===== src/rtl/reg_file_pkg.sv =====
// Shared types and helpers for the 2-read/1-write register file.
package reg_file_pkg;

  localparam int DEF_DATA_W = 16;
  localparam int DEF_DEPTH  = 8;

  typedef enum logic [0:0] {
    ST_IDLE  = 1'b0,
    ST_CLEAR = 1'b1
  } state_t;

  // True when addr selects a real entry; only matters for non-power-of-2 depths.
  function automatic logic addr_in_range(input int unsigned addr, input int unsigned depth);
    return (addr < depth);
  endfunction

endpackage


===== src/rtl/reg_file_rd_port.sv =====
// One registered read port: range check, optional write-first bypass,
// registered data and one-cycle valid pulse.
// Build option: REG_FILE_BYPASS_EN selects write-first on a same-cycle collision.
module reg_file_rd_port
  import reg_file_pkg::*;
#(
  parameter int DATA_W = DEF_DATA_W,
  parameter int DEPTH  = DEF_DEPTH,
  parameter int ADDR_W = $clog2(DEPTH)
) (
  input  logic                          CLK,
  input  logic                          RST,
  input  logic                          en,
  input  logic [ADDR_W-1:0]             addr,
  input  logic [DEPTH-1:0][DATA_W-1:0]  mem_q,
  input  logic                          wr_en,
  input  logic [ADDR_W-1:0]             wr_addr,
  input  logic [DATA_W-1:0]             wr_data,
  output logic [DATA_W-1:0]             rd_data,
  output logic                          rd_valid,
  output logic                          addr_err
);

  logic              ok;
  logic [DATA_W-1:0] rd_next;

  assign ok       = addr_in_range(32'(addr), DEPTH);
  assign addr_err = en & ~ok;

  // Next read value: zero when out of range, else stored (or bypassed) data.
  always_comb begin
    rd_next = '0;
    if (ok) rd_next = mem_q[addr];
`ifdef REG_FILE_BYPASS_EN
    if (ok && wr_en && (wr_addr == addr)) rd_next = wr_data;
`endif
  end

`ifndef REG_FILE_BYPASS_EN
  // Write-side inputs only feed the bypass mux.
  logic unused_wr;
  assign unused_wr = ^{wr_en, wr_addr, wr_data};
`endif

  // Data holds between reads; valid is a single-cycle pulse per read.
  always_ff @(posedge CLK or posedge RST) begin
    if (RST) begin
      rd_data  <= '0;
      rd_valid <= 1'b0;
    end else begin
      rd_valid <= en;
      if (en) rd_data <= rd_next;
    end
  end

endmodule


===== src/rtl/reg_file_2r1w.sv =====
// Register file, one write port and two registered read ports (A, B),
// with address-range error pulse and a DEPTH-cycle clear-all sequencer.
// Build option: REG_FILE_BYPASS_EN (write-first collisions; default read-first).
module reg_file_2r1w
  import reg_file_pkg::*;
#(
  parameter  int DATA_W = DEF_DATA_W,
  parameter  int DEPTH  = DEF_DEPTH,
  localparam int ADDR_W = $clog2(DEPTH)
) (
  input  logic              CLK,
  input  logic              RST,
  input  logic              WrEn,
  input  logic [ADDR_W-1:0] WrAddr,
  input  logic [DATA_W-1:0] WrData,
  input  logic              RdEnA,
  input  logic [ADDR_W-1:0] RdAddrA,
  output logic [DATA_W-1:0] RdDataA,
  output logic              RdValidA,
  input  logic              RdEnB,
  input  logic [ADDR_W-1:0] RdAddrB,
  output logic [DATA_W-1:0] RdDataB,
  output logic              RdValidB,
  output logic              AddrErr,
  input  logic              ClrReq,
  output logic              Busy
);

  localparam int NUM_RD = 2;

  state_t                          state;
  logic [ADDR_W-1:0]               ptr;
  logic [DEPTH-1:0][DATA_W-1:0]    mem;

  logic                            accept;
  logic                            wr_ok;
  logic                            wr_err;
  logic [NUM_RD-1:0]               rd_en;
  logic [NUM_RD-1:0][ADDR_W-1:0]   rd_addr;
  logic [NUM_RD-1:0][DATA_W-1:0]   rd_data;
  logic [NUM_RD-1:0]               rd_valid;
  logic [NUM_RD-1:0]               rd_err;

  // Normal traffic only in IDLE, and a clear request pre-empts it.
  assign accept  = (state == ST_IDLE) & ~ClrReq;
  assign wr_ok   = accept & WrEn &  addr_in_range(32'(WrAddr), DEPTH);
  assign wr_err  = accept & WrEn & ~addr_in_range(32'(WrAddr), DEPTH);

  assign rd_en   = {RdEnB & accept, RdEnA & accept};
  assign rd_addr = {RdAddrB, RdAddrA};

  assign RdDataA  = rd_data[0];
  assign RdValidA = rd_valid[0];
  assign RdDataB  = rd_data[1];
  assign RdValidB = rd_valid[1];
  assign Busy     = (state == ST_CLEAR);

  genvar i;
  generate
    for (i = 0; i < NUM_RD; i++) begin : g_rd
      reg_file_rd_port #(
        .DATA_W (DATA_W),
        .DEPTH  (DEPTH),
        .ADDR_W (ADDR_W)
      ) u_port (
        .CLK      (CLK),
        .RST      (RST),
        .en       (rd_en[i]),
        .addr     (rd_addr[i]),
        .mem_q    (mem),
        .wr_en    (wr_ok),
        .wr_addr  (WrAddr),
        .wr_data  (WrData),
        .rd_data  (rd_data[i]),
        .rd_valid (rd_valid[i]),
        .addr_err (rd_err[i])
      );
    end
  endgenerate

  // Clear sequencer: walk ptr over every entry once, then back to IDLE.
  always_ff @(posedge CLK or posedge RST) begin
    if (RST) begin
      state <= ST_IDLE;
      ptr   <= '0;
    end else begin
      case (state)
        ST_IDLE: begin
          if (ClrReq) begin
            state <= ST_CLEAR;
            ptr   <= '0;
          end
        end
        ST_CLEAR: begin
          if (ptr == ADDR_W'(DEPTH - 1)) begin
            state <= ST_IDLE;
            ptr   <= '0;
          end else begin
            ptr <= ptr + 1'b1;
          end
        end
        default: begin
          state <= ST_IDLE;
          ptr   <= '0;
        end
      endcase
    end
  end

  // Storage: clear walk has priority over host writes (which are blocked anyway).
  always_ff @(posedge CLK or posedge RST) begin
    if (RST) begin
      mem <= '0;
    end else if (state == ST_CLEAR) begin
      mem[ptr] <= '0;
    end else if (wr_ok) begin
      mem[WrAddr] <= WrData;
    end
  end

  // One pulse covers any mix of offending write/read ports.
  always_ff @(posedge CLK or posedge RST) begin
    if (RST) AddrErr <= 1'b0;
    else     AddrErr <= wr_err | (|rd_err);
  end

endmodule


===== config.mk =====
export PLATFORM = sky130hd
export DESIGN_NAME = reg_file_2r1w
export DESIGN_NICKNAME = d
export VERILOG_FILES = /design/src/rtl/reg_file_pkg.sv /design/src/rtl/reg_file_rd_port.sv /design/src/rtl/reg_file_2r1w.sv
export SDC_FILE = /design/constraint.sdc
export NUM_CORES = 1
export LEC_CHECK = 0
export CAP_MARGIN = 10
export CORE_UTILIZATION = 45
export DETAILED_ROUTE_END_ITERATION = 16
export PLACE_DENSITY = 0.62
export SYNTH_ARGS = -nofsm -noshare
export SYNTH_HDL_FRONTEND = slang
export SYNTH_SLANG_ARGS = --single-unit

===== constraint.sdc =====
create_clock -name CLK -period 7.6 [get_ports CLK]
set_input_delay 1.14 -clock CLK [delete_from_list [all_inputs] [get_ports CLK]]
set_output_delay 1.14 -clock CLK [all_outputs]
set_load 0.1 [all_outputs]

## Yosys cells after proc, flatten, opt, wreduce, memory -nomap -nowiden

Cells that the tools add are included.

| word-level totals | value |
|---|---|
| bits in registers | 166 |
| bits of input ports | 31 |
| output and inout bits | 36 |
| logic and storage cells | 51 |

| operators by class | value |
|---|---|
| $add $sub $neg | 1 |
| magnitude comparators | 6 |
| equal/unequal tests | 2 |
| mux-type cells | 17 |
| bitwise operators | 8 |
| reductions and logical operators | 3 |

Operators with widths:

| kind | count |
|---|---|
| two-way mux 128 bit | 2 |
| AND 128 bit | 1 |
| bitwise mux 128 bit | 1 |
| NOT 128 bit | 1 |
| binary-select mux 16 bit (select 3 bit) | 2 |
| demux 16 bit (select 3 bit) | 2 |
| two-way mux 16 bit | 4 |
| < comparator 3 x 4 -> 1 bit (second input constant) | 4 |
| >= comparator 3 x 1 -> 1 bit (second input constant) | 2 |
| two-way mux 3 bit | 2 |
| case mux 3 bit (2 select lines) | 1 |
| AND 1 bit | 4 |
| adder 3 x 1 -> 3 bit (second input constant) | 1 |
| equality test 3 bit (second input constant) | 1 |
| logical AND 1 bit | 2 |
| two-way mux 1 bit | 2 |
| inequality test 2 bit (second input constant) | 1 |
| NOT 1 bit | 2 |
| case mux 1 bit (2 select lines) | 1 |
| nonzero test 2 bit | 1 |

## Logic depth before layout (Yosys ltp)

| logic depth | value |
|---|---|
| depth in word-level cells | 7 |
| depth in mapped cells | 6 |
| depth with buffers taken out | 4 |

## Modules after synthesis

Synthesis repeated with hierarchy kept, for this count alone.

| second synthesis, totals | value |
|---|---|
| cells, all modules | 840 |
| area total of the unflattened synthesis | 9,261.4 um^2 |

By module, submodules not included:

| module | instances | cells an instance | area each (um^2) | seq. area each (um^2) |
|---|---|---|---|---|
| reg_file_2r1w | 1 | 464 | 5,680.4 | 3,328.2 |
| reg_file_rd_port | 2 | 188 | 1,790.5 | 425.4 |

## Least setup slack after synthesis

No wires, ideal clock.

| timing | value |
|---|---|
| kind | in2reg |
| from | in WrAddr[1] |
| to | reg mem[80] (netlist name) |
| setup time | 0.079 ns |
| arrival | 2.159 ns |
| required time | 7.521 ns |
| slack | 5.362 ns |
| stages | 5 |
| buffers on the path | 2 |
| cells stage by stage | nor4b_4 > and3_1 > buf_6 > buf_8 > mux2i_1 |

| between the ends | value |
|---|---|
| longest elaborated chain between the ends | 7 |
| elaborated cells on any way between the ends | 8 |
| those cells by class | order compare (2); mux (5); reduce/logical (1) |

Ends and longest elaborated chain:

| item | RTL line | RTL |
|---|---|---|
| from (decl) | reg_file_2r1w.sv:14 | `input logic [ADDR_W-1:0] WrAddr,` |
| < comparator 3 x 4 -> 1 bit (not written as such) or >= comparator 3 x 1 -> 1 bit (tied branches) | reg_file_2r1w.sv:117 | `mem[WrAddr] <= WrData;` |
| logical AND 1 bit (not written as such) | reg_file_2r1w.sv:117 |  |
| two-way mux 16 bit (not written as such) | reg_file_2r1w.sv:117 |  |
| demux 16 bit (select 3 bit) (*) | reg_file_2r1w.sv:117 |  |
| bitwise mux 128 bit (*) | reg_file_2r1w.sv:117 |  |
| two-way mux 128 bit (*) | reg_file_2r1w.sv:116 | `end else if (wr_ok) begin` |
| two-way mux 128 bit (*) | reg_file_2r1w.sv:114 | `end else if (state == ST_CLEAR) begin` |
| to (signal, indexed assignment) | reg_file_2r1w.sv:117 |  |
| to (decl) | reg_file_2r1w.sv:33 | `logic [DEPTH-1:0][DATA_W-1:0] mem;` |

Every way passes the cells marked *; elsewhere a longest branch is shown, timed or not. The select of a mux whose other input is x is not followed.
A chain may end at the register's enable or synchronous reset.

## Worst setup path after layout

| timing | value |
|---|---|
| from | reg state, in the netlist Busy |
| to | out Busy |

RTL lines:

| item | RTL line | RTL |
|---|---|---|
| from (decl) | reg_file_2r1w.sv:31 | `state_t state;` |
| from (signal assigned) | reg_file_2r1w.sv:84 | `state <= ST_IDLE;` |
| from (signal assigned) | reg_file_2r1w.sv:90 | `state <= ST_CLEAR;` |
| from (signal assigned) | reg_file_2r1w.sv:96 | `state <= ST_IDLE;` |
| to (decl) | reg_file_2r1w.sv:26 | `output logic Busy` |

No word-level cell between the ends.

==> run_results.csv <==
group,metric,value,unit
clock_tree,cts_resized,0,
routing,dr_total_vias,6463,
logic_synthesis,seq_area_frac_synth,46.83,%
power,netSwitchingPower,1.669,mW
power,ir_drop,189.7,µV
logic_synthesis,syn-cell-area,0.008870,mm²
logic_synthesis,ys_warn_count,0,
floorplanning,rows,50,
clock_tree,cts_buffers,17,
global_routing,antenna_found_initial,0,
timing,fin_ws,4.056,ns
floorplanning,core,0.01902,mm²
placed_design,io_buffers,65,
power,powerDensity,380.0,mW/mm²
timing,period_share,46.64,%
logic_synthesis,ys_ff_latch,166,
worst_hold_path,min_to,"g_rd[0].u_port.rd_data[13]",
routing,first_pass_iters,5,
run,drv_cap,0,
clock_tree,insertion_delay,0.43,ns
timing,final.setup_skew,0.006169,ns
setup_path,worstPathRequired,6.46,ns
setup_path,start_kind,"flop",
finish,layout_commonest_cell,"mux2i_1",
logic_synthesis,synth.net_count,835,
setup_path,rr_endpoint,"mem[85]",
logic_synthesis,synth.distinct_cells,30,
power,p_int,2.198,mW
power,p_leak,5.232,nW
setup_path,cp_slowest_cell,"clkdlybuf4s50_1",
setup_path,critPathKind,"flop to primary output",
setup_path,path_max_fanout,19,
finish,diodes,0,
routing,wl,26.13,mm
routing,drc,0,
finish,layout_common_cells,"194 x mux2i_1, 166 x dfrtp_1, 165 x nand2_1, 64 x mux2_2, 63 x clkdlybuf4s50_1",
setup_path,crit_buf_inv,1,
placed_design,dp_hpwl,15.51,mm
worst_hold_path,hold-path-cell-count,2,
finish,area_growth,14.74,%
setup_path,path_cells,"clkdlybuf4s50_1",
worst_hold_path,hold_start,"g_rd[0].u_port.rd_data[13]",
clock_tree,cts_setup_buffers,0,
timing,fin_crit,3.544,ns
global_routing,grt.total_usage,27.33,%
clock_tree,htree_levels,4,
power,total_power,3.867,mW
floorplanning,die_h,142.4,µm
power,p_clk_share,23.0,%
timing,tns,0,ns
clock_tree,cts.sinks,166,
floorplanning,io_pins,67,
clock_tree,root_buffer,"clkbuf_16",
clock_tree,cts_tree,"done",
clock_tree,clk_pin_slew,0.06,ns
setup_path,slowest_delay,1.25,ns
setup_path,r2r-start,"Busy",
timing,finalHoldViolCount,0,
global_routing,overflow,0,
timing,rsz0062_at_grt,"false",
placed_design,place_ws,4.241,ns
routing,drtIter0Drc,443,
logic_synthesis,syn-instance-count,802,
global_routing,grt_pass1_vias,6939,
status,status,"complete, no violations",
global_routing,grt_max_degree,89,
worst_hold_path,hp-class,"flop to flop",
setup_path,r2r_cells,3,
timing,max-slew-margin-rel,14.56,%
placed_design,gp_congestion,0.7929,
power,p_seq_share,36.7,%
routing,final_antenna_net_count,0,
setup_path,rrSetupSlack,5.26,ns
clock_tree,clockBufferDepth,2,
floorplanning,die_x,142.4,µm
power,sw_frac_of_total,43.17,%
timing,worst_pin_slew,1.280,ns
setup_path,cp_data_arrival_time,2.40,ns
finish,final_nets,868,
finish,post-route-util,53.51,%
logic_synthesis,avgSynthCellArea,11.06,µm²
power,p_comb_share,40.3,%
finish,drive_gt1_share,14.05,%
routing,wire_per_inst,23.60,µm
clock_tree,cts_hold_buffers,0,
floorplanning,die_area,0.02028,mm²
global_routing,grt_pass1_wl,40.45,mm
timing,whs,0.4808,ns
floorplanning,initial_core_util,46.64,%
routing,vias_per_cell,5.838,
setup_path,worstSetupEndpointType,"primary output",
timing,finalMaxSlewViolations,0,
timing,timing.fmax,0.2821,GHz
setup_path,critPathTopFamily,"buffers and inverters",
timing,finalSetupViolCount,0,
## flip-flops by register name, indices dropped and copies added (netlist names)
signal,flops
g_rd.u_port.rd_valid,2
g_rd.u_port.rd_data,32
mem,128
ptr,3
Busy,1
## Yosys cell counts
master,n,area share [%]
nor2b_1,4,0.28
buf_2,17,0.96
o21ai_0,2,0.11
buf_6,7,0.89
nor2_1,3,0.13
nor4b_4,1,0.27
nand2b_1,4,0.28
conb_1,1,0.042
nand2_1,165,7.0
or3b_1,2,0.20
mux2_2,64,8.1
nand4b_1,3,0.30
nand2_2,6,0.42
clkbuf_1,26,1.1
buf_4,9,0.76
and4bb_4,1,0.18
dfrtp_1,166,47
and3_4,1,0.13
or4b_1,1,0.11
and3_1,1,0.071
o22ai_1,32,2.3
nand4_1,1,0.071
ha_1,2,0.28
mux2i_1,194,22
o31ai_1,32,2.7
nand4bb_1,3,0.38
inv_1,20,0.85
a22o_1,32,3.2
clkbuf_2,1,0.056
buf_8,1,0.17
## stage by stage
stage / area, µm² / instances
5_1_grt: 10180 / 1107
2_1_floorplan: 8870 / 802
3_3_place_gp: 9572 / 1076
6_report: 10180 / 1107
3_5_place_dp: 9572 / 1076
4_1_cts: 10180 / 1107
## cell type report
class	count	area [µm²]
flip-flops and latches	166	4154
clock inverters	12	152.6
repair buffers	75	715.7
clock buffers	19	452.9
multi-input cells	555	4297
inverters	20	80.08
fillers	1679	8841
well taps	260	325.3
## logic make-up after synthesis
family,Yosys count,synth area share (%)
and+or+nand+nor,196,9.804
other,1,0.04228
AOI/OAI and AO/OA,98,8.238
buffers and inverters,81,4.782
muxes,258,30.02
DFF,166,46.83
adders and majority gates,2,0.2821
## power groups by stage
stage | Sequential [mW] | Clock [mW] | Combinational, mW
final | 1.42 | 0.890 | 1.56
after global routing | 1.46 | 0.936 | 1.65
after CTS | 1.41 | 0.901 | 1.56
after detailed placement | 1.42 | 0 | 1.55
after global placement | 1.40 | 0 | 1.52
after floorplan | 1.87 | 0 | 0.668
## routing by layer
layer | vias up | wire length [µm] | track usage [%]
met5 | - | 0 | 0
met4 | 0 | 911 | 12.68
met3 | 72 | 1405 | 4.509
met2 | 210 | 12780 | 46.18
met1 | 3264 | 11030 | 34.21
li1 | 2917 | - | -
## how the worst max path moves through the flow
stage | start | to | slack (ns) | cells after the start
final | Busy | Busy | 4.06 | 1
after CTS | Busy | Busy | 4.06 | 1
after global placement | ClrReq | mem[94] | 4.32 | 4
after floorplan | RST | Busy | 1.97 | 1
after detailed placement | ClrReq | mem[91] | 4.24 | 4
after global routing | Busy | Busy | 3.97 | 1
Power figures use the tool's default switching activity.
==> variant: new RTL, config.mk and constraints unchanged <==
`DEF_DEPTH`: 8 -> 16.
--- a/src/rtl/reg_file_pkg.sv
+++ b/src/rtl/reg_file_pkg.sv
@@ -4,3 +4,3 @@
   localparam int DEF_DATA_W = 16;
-  localparam int DEF_DEPTH  = 8;
+  localparam int DEF_DEPTH  = 16;
 
Interface: changed (resized RdAddrA, RdAddrB and WrAddr); port bits go from 67 to 70. No check against the original RTL was run, so the function may have changed too.
==> variant against the original RTL <==
Sequential cell count increased by 129; area after synthesis is 68% higher; critical path type is now primary input to flip-flop; routed wire length is 97% higher; non-clock buffer count is 30 higher; final cell count up 39%; core utilization fell by 1.0 points; setup slack better by 130 ps; largest cell class is now flip-flops and latches; final area up 68%; clock power up 89%; die area rose by 67%; total power up 19%.
==> variant: results (changes against the original RTL) <==
stage;metric;value;unit;change
detailed_routing;DR iter-0 viols;986;;+120%
setup_path;Top delay family on crit path;simple AND/OR/NAND/NOR gates;;
grt;initial antenna violation count;1;;+1
outcome;status;completed;;
synthesis;most frequent cells after synthesis;dfrtp_1 (295), a22o_1 (266), mux4_2 (109), mux2i_1 (71), clkbuf_1 (44);;
layout;share of layout cells above drive strength 1;24.1;%;+10 points
layout;final sequential cell count;295;;+78%
hold_path;Hold WC Path Type;flip-flop to flip-flop;;
grt;GRT Total Usage;31.4;%;+4.1 points
floorplanning;# Taps;442;;+70%
layout;sequential fraction of total cell area;43.2;%;+2.4 points
layout;multi-input combinational gate total;626;;+13%
hold_path;hold path cells;2;;unchanged
setup_path;Critical-path top delay cell;nand2_1;;
layout;Repair and plain buffers;105;;+40%
clocking;Setup Buffers After CTS;0;;unchanged
layout;Filler cells;2770;;+65%
layout;layout clock buffer count;48;;+29
layout;fraction of area in non-clock buffers;5.58;%;-1.4 points
synthesis;post-synthesis sequential area ratio;49.6;%;+2.7 points
layout;Multi-input gate area;0.00700;sq mm;+63%
synthesis;Cell variety after synth;46;;+53%
power_and_ir_drop;worst vdd ir;0.176;mV;-7.0%
setup_path;R2R cell count;6;;+3
layout;diodes inserted;0;;unchanged
grt;largest net degree at the start of global routing;174;;+96%
detailed_routing;final WL;51500;microns;+97%
power_and_ir_drop;leakage;7.62;nW;+46%
layout;Regs by FF count;mem (256), g_rd.u_port.rd_data (32), ptr (4);;
synthesis;Synth area leaders;dfrtp_1 (50%), mux4_2 (16%), a22o_1 (16%), mux2i_1 (4.8%), buf_2 (1.4%);;
synthesis;FFs w/ async S/R, synth;100;%;unchanged
timing;Slew HR;30.5;%;+16 points
layout;nets;1107;;+28%
layout;number of non-clock inverters in the layout;7;;-65%
clocking;htree depth;2;;-2
clocking;clock latency on the worst-skew pair;520;ps;+90 ps
timing;final worst path period need;3410;ps;-131 ps
clocking;Clock Path Buffers;3;;+1
setup_path;crit-path max cell delay;570;ps;-680 ps
grt;first-pass GRT wire length;76000;microns;+88%
timing;Clock Skew;10.4;ps;+4.27 ps
clocking;CTS Buf Count;34;;+17
grt;vias in the first global route;11000;;+58%
clocking;Clk pin slew, worst setup/hold paths;60;ps;about the same
layout;max reg flops;256;;+100%
hold_path;hold_sp;g_rd[0].u_port.rd_data[2];;
hold_path;Hold EP;g_rd[0].u_port.rd_data[2];;
detailed_routing;vias per cell;6.91;;+18%
placement;Port Buffer Count;68;;+4.6%
placement;RePlAce Congestion;0.845;;+6.5%
layout;clock network share of area;6.78;%;+0.83 points
placement;Post-Place Cell Area;0.0159;sq mm;+66%
setup_path;FF-to-FF End;g_rd[1].u_port.rd_data[0];;
setup_path;Reg2Reg Setup Slack;4710;ps;-550 ps
placement;hpwl dp;29600;microns;+91%
setup_path;Critical Path AT;3850;ps;+1450 ps
==> variant: how the worst max path moves through the flow <==
stage	from	end	slack [ps]
6_report	ClrReq	g_rd[1].u_port.rd_data[0]	4190
5_1_grt	ClrReq	g_rd[1].u_port.rd_data[0]	3920
4_1_cts	ClrReq	g_rd[1].u_port.rd_data[0]	4170
3_5_place_dp	ClrReq	g_rd[1].u_port.rd_data[0]	3660
3_3_place_gp	ClrReq	g_rd[1].u_port.rd_data[0]	3720
2_1_floorplan	RST	Busy	2540
==> variant: logic make-up (layout without fill, tap and decap cells) <==
logic type / after synthesis / count (layout) / share of synthesized area [%]
compound gates: 333 / 333 / 19.2
xor+xnor: 1 / 1 / 0.0588
fa+ha+maj: 4 / 4 / 0.336
buf+inv: 129 / 174 / 3.90
flops: 295 / 295 / 49.6
mux: 198 / 198 / 22.6
other cells: 1 / 1 / 0.0252
simple gates: 89 / 89 / 4.33
==> variant: where the power goes <==
group | internal [W] | leakage (nW) | total [W] | switching [W]
registers | 0.00171 | 4.10 | 0.00185 | 0.000135
logic | 0.000347 | 2.94 | 0.00106 | 0.000715
clock network | 0.00101 | 0.580 | 0.00168 | 0.000675
total | 0.00306 | 7.62 | 0.00459 | 0.00152
==> variant: per-layer routing <==
metal / routed length, microns / global-route usage, % / share of wire [%]
met1: 20700 / 42.5 / 40
met5: 13 / 0 / 0.025
met2: 23700 / 47.7 / 46
met3: 4450 / 7.31 / 8.6
met4: 2710 / 15.3 / 5.3
==> variant: through the flow <==
step	cells	hold slack (ps)	setup slack, ps	util (%)
2_1_floorplan	1050	475	2540	-
3_3_place_gp	1475	485	3720	48.9
3_5_place_dp	1475	474	3660	48.9
4_1_cts	1537	491	4170	52.5
5_1_grt	1537	517	3920	52.5
6_report	1537	488	4190	52.5
